File: src/rtl/multicycle_ctrl.sv
// multicycle_ctrl: multicycle RV64 control FSM with retired-instruction counter; `MULTICYCLE_CTRL_MEM_WAIT_EN adds mem_ready stalls
module multicycle_ctrl #(
  parameter int CNT_W = 32
) (
  input  logic             clk,
  input  logic             rst,
  input  logic [6:0]       opcode,
  input  logic [2:0]       funct3,
  input  logic             funct7b5,
  input  logic             zero,
`ifdef MULTICYCLE_CTRL_MEM_WAIT_EN
  input  logic             mem_ready,
`endif
  output logic             ir_write,
  output logic             pc_write,
  output logic             pc_src,
  output logic             alu_src,
  output logic [3:0]       alu_op,
  output logic             mem_read,
  output logic             mem_write,
  output logic             mem_to_reg,
  output logic             reg_write,
  output logic             illegal,
  output logic [2:0]       state,
  output logic [CNT_W-1:0] instret
);
  typedef enum logic [2:0] {FETCH = 3'd0, DECODE = 3'd1, EXEC = 3'd2, MEM = 3'd3, WB = 3'd4, TRAP = 3'd5} state_t;
  localparam logic [3:0] OP_AND = 4'b0000, OP_OR = 4'b0001, OP_ADD = 4'b0010, OP_SUB = 4'b0110;
  state_t     st;
  logic       ready, run, r_t, i_t, ld_t, sd_t, br_t, legal, dec_src, active;
  logic [3:0] dec_op;
  logic       ld_q, sd_q, br_q, bne_q, src_q;
  logic [3:0] op_q;
`ifdef MULTICYCLE_CTRL_MEM_WAIT_EN
  assign ready = mem_ready;
`else
  assign ready = 1'b1;
`endif
  assign r_t   = opcode == 7'b0110011;
  assign i_t   = opcode == 7'b0010011;
  assign ld_t  = opcode == 7'b0000011;
  assign sd_t  = opcode == 7'b0100011;
  assign br_t  = opcode == 7'b1100011;
  assign legal = ((r_t | i_t) & (funct3 inside {3'b000, 3'b110, 3'b111}))
               | ((ld_t | sd_t) & (funct3 == 3'b011))
               | (br_t & (funct3[2:1] == 2'b00));
  assign dec_op = (ld_t | sd_t)          ? OP_ADD :
                  br_t                   ? OP_SUB :
                  (funct3 == 3'b110)     ? OP_OR  :
                  (funct3 == 3'b111)     ? OP_AND :
                  (r_t & funct7b5)       ? OP_SUB : OP_ADD;
  assign dec_src = i_t | ld_t | sd_t;
  always_ff @(posedge clk) begin
    if (rst) begin
      st      <= FETCH;
      instret <= '0;
      {ld_q, sd_q, br_q, bne_q, src_q} <= '0;
      op_q    <= '0;
    end else begin
      // a held memory cycle keeps pc_write up but retires only once ready
      if (pc_write && (st != MEM || ready)) instret <= instret + CNT_W'(1);
      case (st)
        FETCH:  st <= ready ? DECODE : FETCH;
        DECODE: begin
          {ld_q, sd_q, br_q, bne_q} <= {ld_t, sd_t, br_t, br_t & funct3[0]};
          {op_q, src_q} <= {dec_op, dec_src};
          st <= legal ? EXEC : TRAP;
        end
        EXEC:   st <= br_q ? FETCH : (ld_q | sd_q) ? MEM : WB;
        MEM:    st <= !ready ? MEM : sd_q ? FETCH : WB;
        WB:     st <= FETCH;
        default: st <= TRAP;
      endcase
    end
  end
  assign run        = !rst;
  assign active     = run & (st == EXEC || st == MEM || st == WB);
  assign state      = st;
  assign ir_write   = run & (st == FETCH);
  assign pc_write   = run & ((st == EXEC & br_q) | (st == MEM & sd_q) | (st == WB));
  assign pc_src     = run & (st == EXEC) & br_q & (zero ^ bne_q);
  assign alu_src    = active & src_q;
  assign alu_op     = active ? op_q : 4'b0000;
  assign mem_read   = run & (st == MEM) & ld_q;
  assign mem_write  = run & (st == MEM) & sd_q;
  assign mem_to_reg = run & (st == WB) & ld_q;
  assign reg_write  = run & (st == WB);
  assign illegal    = run & (st == TRAP);
endmodule

File: config.mk
export PLATFORM = sky130hd
export DESIGN_NAME = multicycle_ctrl
export DESIGN_NICKNAME = d
export VERILOG_FILES = /design/src/rtl/multicycle_ctrl.sv
export SDC_FILE = /design/constraint.sdc
export NUM_CORES = 1
export LEC_CHECK = 0
export ABC_AREA = 1
export CAP_MARGIN = 30
export CORE_MARGIN = 5
export CORE_UTILIZATION = 63
export CTS_BUF_LIST = sky130_fd_sc_hd__clkbuf_8 sky130_fd_sc_hd__clkbuf_16
export CTS_CLUSTER_DIAMETER = 150
export DETAILED_ROUTE_END_ITERATION = 6
export DONT_BUFFER_PORTS = 1
export PLACE_DENSITY = 0.77
export REMOVE_ABC_BUFFERS = 1
export SLEW_MARGIN = 20
export SYNTH_ARGS = -nofsm -noshare
export SYNTH_HDL_FRONTEND = slang
export SYNTH_SLANG_ARGS = --single-unit
File: constraint.sdc
create_clock -name clk -period 2.27 [get_ports clk]
set_clock_uncertainty 0.2 [all_clocks]
set_input_delay 0.227 -clock clk [delete_from_list [all_inputs] [get_ports clk]]
set_output_delay 0.227 -clock clk [all_outputs]
set_load 0.01 [all_outputs]
======== Word level (Yosys, flattened, before mapping) ========
Index checks and enable logic that the tools add are counted.
cells by class
  $add $sub $neg .......................... 1
  multipliers ............................. 0
  div/mod/pow operators ................... 0
  $lt $le $gt $ge ......................... 0
  equal/unequal tests ..................... 13
  shift operators ......................... 0
  mux-type cells .......................... 11
  bitwise logic cells ..................... 30
  reduce and logical (&&, ||, !) cells .... 7
operators with widths
  cell                     number
  $add A32 B1 Y32 const B  1
  $mux W3                  9
  $and A1 B1 Y1            20
  $pmux W3 S5              1
  $eq A7 B6 Y1 const B     2
  $eq A3 B3 Y1 const B     4
  $eq A3 B2 Y1 const B     3
  $or A1 B1 Y1             9
  $eq A7 B2 Y1 const B     1
  $eq A7 B5 Y1 const B     1
  $eq A7 B7 Y1 const B     1
  $logic_not A3 Y1         2
  $mux W4                  1
  $eq A3 B1 Y1 const B     1
  $reduce_bool A3 Y1       1
  $logic_not A2 Y1         1
  $logic_or A1 B1 Y1       2
  $logic_not A1 Y1         1
  $xor A1 B1 Y1            1
storage, ports and cells
  register bits ........................... 44
  bits in latches ......................... 0
  RAM bits ................................ 0
  bits in read-only memories .............. 0
  logic and storage cells ................. 70
  memories kept ........................... 0

======== Logic depth before layout (Yosys ltp) ========
Gate-level depths: netlist (run 1).
  word-level depth ........................ 7
  gate-level depth with buffers ........... 10
  mapped depth without buffers ............ 10

======== Least setup slack after synthesis (run 1) ========
OpenSTA, ideal clock, no wires.
  kind .................................... reg-to-reg
  from .................................... reg instret[0]
  to ...................................... reg instret[14]
  setup time .............................. 113 ps
  data arrival time ....................... 1371 ps
  path slack .............................. 586 ps
  cell stages (with the launch flop) ...... 11
  buffers on the path ..................... 0
  clock period less this slack ............ 1684 ps
  path through ............................ dfxtp_1 ha_1 nand3_1 nor2_2 nand2_1 inv_1 nand2_1 nor2_1 nand2_1 nand2_1 nor2_1
between the ends
  longest elaborated chain between the ends .. 1
ends and longest elaborated chain
  what                      RTL line  RTL
  start: declaration        25        output logic [CNT_W-1:0] instret
  start signal: assignment  61        if (pc_write && (st != MEM || ready)) instret <= instret + CNT_W'(1);
  $add A32 B1 Y32           61
Every way passes these cells.
A chain may end at the register's enable or synchronous reset.

======== Worst setup path in the final report (run 1) ========
  from .................................... reg st[0], in the netlist state[0]
  to ...................................... out alu_src
between the ends
  longest elaborated chain between the ends .. 5
  elaborated cells between the ends (all ways) .. 7
  those cells by class .................... eq/ne: 3; bitwise: 2; reduce/logical: 2
ends and longest elaborated chain
  what                      RTL line  RTL
  start: declaration        29        state_t st;
  start signal: assignment  63        FETCH: st <= ready ? DECODE : FETCH;
  start signal: assignment  67        st <= legal ? EXEC : TRAP;
  start signal: assignment  69        EXEC: st <= br_q ? FETCH : (ld_q | sd_q) ? MEM : WB;
  $eq A3 B2 Y1              77        assign active = run & (st == EXEC || st == MEM || st == WB);
  $logic_or A1 B1 Y1        77
  $logic_or A1 B1 Y1 *      77
  $and A1 B1 Y1 *           77
  $and A1 B1 Y1 *           82        assign alu_src = active & src_q;
  end: declaration          17        output logic alu_src,
Every way passes the cells marked *; elsewhere a longest branch is shown, timed or not.

==> results.toml, run 1 <==
[status]
status = "finished, final reports clean"

[global_routing]
use_met1 = 0.3139
track_usage = 0.2441
grt_use_met2 = 0.4062
use_met3 = 0.06409
antenna_found_initial = 0
grt_pass1_wl_mm = 10.72
grt_max_degree = 26
grt-ovfl-total = 0
busiest_layer = "met2"
grt_pass1_vias = 2316

[synthesis]
synthArstFlopShare = 0
netlist_area_um2 = 2676
ys_types = 38
postSynthCellCount = 407
ys.flop_type = "dfxtp_1"
synth_area_per_cell_um2 = 6.576
ys_ff_latch = 43
ys_seq_area_frac = 0.3216
yosysWarnings = 0
synth_edf_count = 0

[routing]
firstDrtPassIters = 5
drt-vias-per-instance = 5.532
detail-route-antenna-nets = 0
first_iter_violations = 148
wl_per_cell_um = 13.83
drc = 0
num_vias = 2567
routed_wl_mm = 6.418

[power]
ir_worst_vdd_mv = 0.3234
pwr-share-seq = 0.558
p_leak_nw = 1.030
clkPwrFrac = 0.329
power-per-cell-area_nw_per_um2 = 503.8
p_comb_frac = 0.113
switching_share = 0.2781
internal_power_mw = 1.031
p_sw_uw = 397.2
p_total_mw = 1.428

[sta]
min_period_ps = 2042
finalCritPeriodShare = 0.8996
slew_headroom = 0.6604
worst_pin_slew_ps = 506.3
timing.fmax_mhz = 489.7
fin_hold_ws_ps = 27.69
setup_tns_ps = 0
slew_viol_final = 0
rsz0062_at_grt = "false"
setup_ws_ps = 227.9
final_hold_viol_count = 0
finalSetupViolations = 0

[place]
dp_slack_ps = 295.6
placed_area_um2 = 2674
portBuffers = 0
hpwl_mm = 4.849
placed_cells = 449
place_congestion = 0.8949

[floorplan]
die_x_um = 75.18
rows = 23
core_um2 = 4058
initial_core_util = 0.6596
die_h_um = 75.18
ios = 62
die_area_um2 = 5651

[cts]
h-tree-depth = 2
tritoncts = "yes"
clock_path_buffers = 2
post_cts_buffers = 0
clock_latency_ps = 300
clk_pin_slew_ps = 80
cts_resized = 0
root_buffer = "clkbuf_8"
clock_sink_count = 43
cts_made_buffers = 5

[hold_path]
min_path_type = "in2reg"

[worst_setup_path]
arrival_ps = 1620
crit_path_start_kind = "register"
crit_path_max_fanout = 6
critPathKind = "reg2out"
cp_data_required_time_ps = 1840
end_kind = "output pin"

[final_layout]
layout_common_cells = "nand2_1, nor2_1, inv_1, dfxtp_1, a21oi_1"
diodes = 0
syn2layout_area_growth_pct = 5.937
drive_gt1_frac = 0.1401
design_area_um2 = 2835
layout.nets = 428
fin_util = 0.6987
instances_no_fill = 464
final_common_cell = "nand2_1"

[flow_run]
maxCapViolCount = 0
==> metal layers <==
layer / wire length (µm) / vias up / part of all wire
met5: 0 / - / 0
met4: 43 / 0 / 0.0067
met3: 517 / 4 / 0.081
met2: 3097 / 83 / 0.48
met1: 2760 / 1165 / 0.43
li1: - / 1315 / -
==> cell families (layout without fill, tap and decap cells) <==
family                     Yosys count  in the layout  share of synthesized area
and+or+nand+nor                    253            253                     0.4483
buffers and inverters               55             62                    0.09443
AOI/OAI and AO/OA                   49             49                     0.1131
DFF                                 43             43                     0.3216
xor gates and xnor gates             5              5                    0.01637
adders and majority gates            1              1                   0.004674
other                                1              1                   0.001401
==> worst max-delay path, stage by stage (launching register included) <==
cell and delay (ps):
dfxtp_1 560, nor2_2 110, nand2_2 140, nor2_1 70, a21oi_1 290, nor2_1 150
==> power by group through the flow <==
stage	Clock, mW	Combinational, mW	Sequential (mW)
after floorplan	0	0.106	0.810
after global placement	0	0.136	0.814
after detailed placement	0	0.137	0.815
after CTS	0.479	0.160	0.797
after global routing	0.521	0.180	0.801
final	0.470	0.161	0.798
==> sequential cells by signal, summed over array words and instances, names as in the netlist <==
| register | flops |
|---|---|
| src_q | 1 |
| bne_q | 1 |
| ld_q | 1 |
| state | 3 |
| br_q | 1 |
| sd_q | 1 |
| op_q | 3 |
| instret | 32 |
==> layout make-up <==
type / count / area [µm²]
clock inverters: 3 / 12.51
fillers: 362 / 1222
repair buffers: 10 / 102.6
well taps: 50 / 62.56
inverters: 44 / 165.2
clock buffers: 5 / 68.82
flip-flops and latches: 43 / 860.8
multi-input cells: 309 / 1563
==> worst paths after layout <==
path / from / to / slack, ps / depth (start not counted)
min: rst / instret[20] / 30 / 4
min reg2reg: src_q / src_q / 270 / 2
max: state[0] / alu_src / 230 / 5
max reg2reg: instret[0] / instret[30] / 280 / 9
==> repair_timing <==
| item | in CTS | in global routing |
|---|---|---|
| endpoints found under the setup margin | 0 | 0 |
| hold buffers | 7 | 0 |
| hold endpoints to repair | 27 | 0 |
==> synthesized netlist by cell type (4+ instances only) <==
library cell    n  area, µm²
nand4_1        14      87.58
nand2_2        13      81.33
nor2_1         67      251.5
nor2_2         12      75.07
inv_1          41      153.9
dfxtp_1        43      860.8
nor3_1         10      50.05
o21ai_0         7      35.03
nor2_4          4      45.04
nand2_1       104      390.4
a21oi_2         9      78.83
nand3_1        20      100.1
a21oi_1        21      105.1
Note: power is estimated with default switching activity, not from simulation.
==> run 2, diff against run 1 <==
- CORE_MARGIN: 5 -> 2
==> results.toml, run 2 (synthesized netlist as in run 1, its figures left out) <==
[routing]
firstDrtPassIters = 4
num_vias = 2572
routed_wl_mm = 6.129
drt-vias-per-instance = 5.543
drc = 0
wl_per_cell_um = 13.21
first_iter_violations = 161
detail-route-antenna-nets = 0

[worst_setup_path]
critPathKind = "in2out"
crit_path_start_kind = "input pin"
crit_start = "rst"
ff2ff_path_depth = 9
ff2ff_setup_slack_ps = 340
r2r_start = "instret[0]"
crit_end = "pc_src"
reg2reg_to = "instret[30]"
end_kind = "output pin"
crit_path_max_fanout = 26
cp_data_required_time_ps = 1840
arrival_ps = 1710

[global_routing]
grt_pass1_wl_mm = 10.32
antenna_found_initial = 0
grt-ovfl-total = 0
track_usage = 0.2626
grt_pass1_vias = 2352
grt_max_degree = 27

[power]
ir_worst_vdd_mv = 0.4385
power-per-cell-area_nw_per_um2 = 522.0
p_leak_nw = 1.035
p_total_mw = 1.490

[sta]
rsz0062_at_grt = "false"
timing.fmax_mhz = 468.5
slew_viol_final = 0
min_period_ps = 2135
setup_tns_ps = 0
finalCritPeriodShare = 0.9404
final_hold_viol_count = 0
finalSetupViolations = 0

[final_layout]
largest_reg_flops = 32
diodes = 0
final_common_cell = "nand2_1"
fill_cells = 345
syn2layout_area_growth_pct = 6.639
largest_register = "instret"
drive_gt1_frac = 0.1425
layout_common_cells = "nand2_1, nor2_1, dfxtp_1"
layout.nets = 428

[floorplan]
rows = 23
die_x_um = 69.18
initial_core_util = 0.6596
core_um2 = 4058
ios = 62
die_area_um2 = 4785
die_h_um = 69.18

[cts]
clock_sink_count = 43
clk_pin_slew_ps = 80
clock_path_buffers = 2
cts_made_buffers = 5
tritoncts = "yes"
root_buffer = "clkbuf_8"
h-tree-depth = 2
clock_latency_ps = 290

[place]
portBuffers = 0
hpwl_mm = 4.543
place_congestion = 0.9331

[status]
status = "finished, final reports clean"

[flow_run]
maxCapViolCount = 0

[hold_path]
min_path_type = "in2reg"
[run 2: layer usage]
metal / track usage / part of all wire
met1: 0.3309 / 0.45
met3: 0.07703 / 0.072
met2: 0.4199 / 0.46
met5: 0 / 0
met4: 0.1089 / 0.021
[run 2: report_power, final]
| group | internal (mW) | switching, mW | total, mW |
|---|---|---|---|
| clock network | 0.273 | 0.259 | 0.532 |
| registers | 0.771 | 0.0261 | 0.797 |
| logic | 0.0520 | 0.108 | 0.160 |
| total | 1.10 | 0.393 | 1.49 |
[run 2: what timing repair did]
action	CTS	global route
setup buffers	0	0
endpoints found under the hold margin	27	0
gates resized for setup	0	0
hold buffers	7	0
[run 2: how the worst min path moves through the flow]
stage	slack (ps)	cells after the start	end	startpoint
after floorplan	90	1	instret[12]	rst
final	20	5	op_q[2]	opcode[6]
after global placement	90	1	instret[7]	rst
after detailed placement	100	1	instret[5]	rst
after CTS	9	5	op_q[2]	opcode[6]
after global routing	50	3	state[2]	opcode[4]
[run 2: final cells by class]
type | count | area [µm²] | area share
timing repair buffer | 10 | 102.6 | 0.03595
sequential | 43 | 860.8 | 0.3016
clock inverter | 1 | 3.754 | 0.001315
multi-input combinational | 309 | 1563 | 0.5476
inverter | 44 | 165.2 | 0.05787
clock buffer | 7 | 96.34 | 0.03376
tap | 50 | 62.56 | 0.02192
[run 2: through the flow]
step	worst slack (ps)	area [µm²]	instances	util	hold slack, ps
floorplan	570.7	2589	396	-	89.44
global placement	422.7	2674	449	0.6590	93.98
detailed placement	352.9	2674	449	0.6590	95.11
CTS	124.2	2854	464	0.7034	8.914
global route	20.38	2854	464	0.7034	50.70
finish	135.3	2854	464	0.7034	23.86
[run 2: critical path, cell delays in order]
cell and delay [ps]:
dlygate4sd3_1 580, buf_12 190, inv_1 160, o21ai_0 110, a211oi_1 430
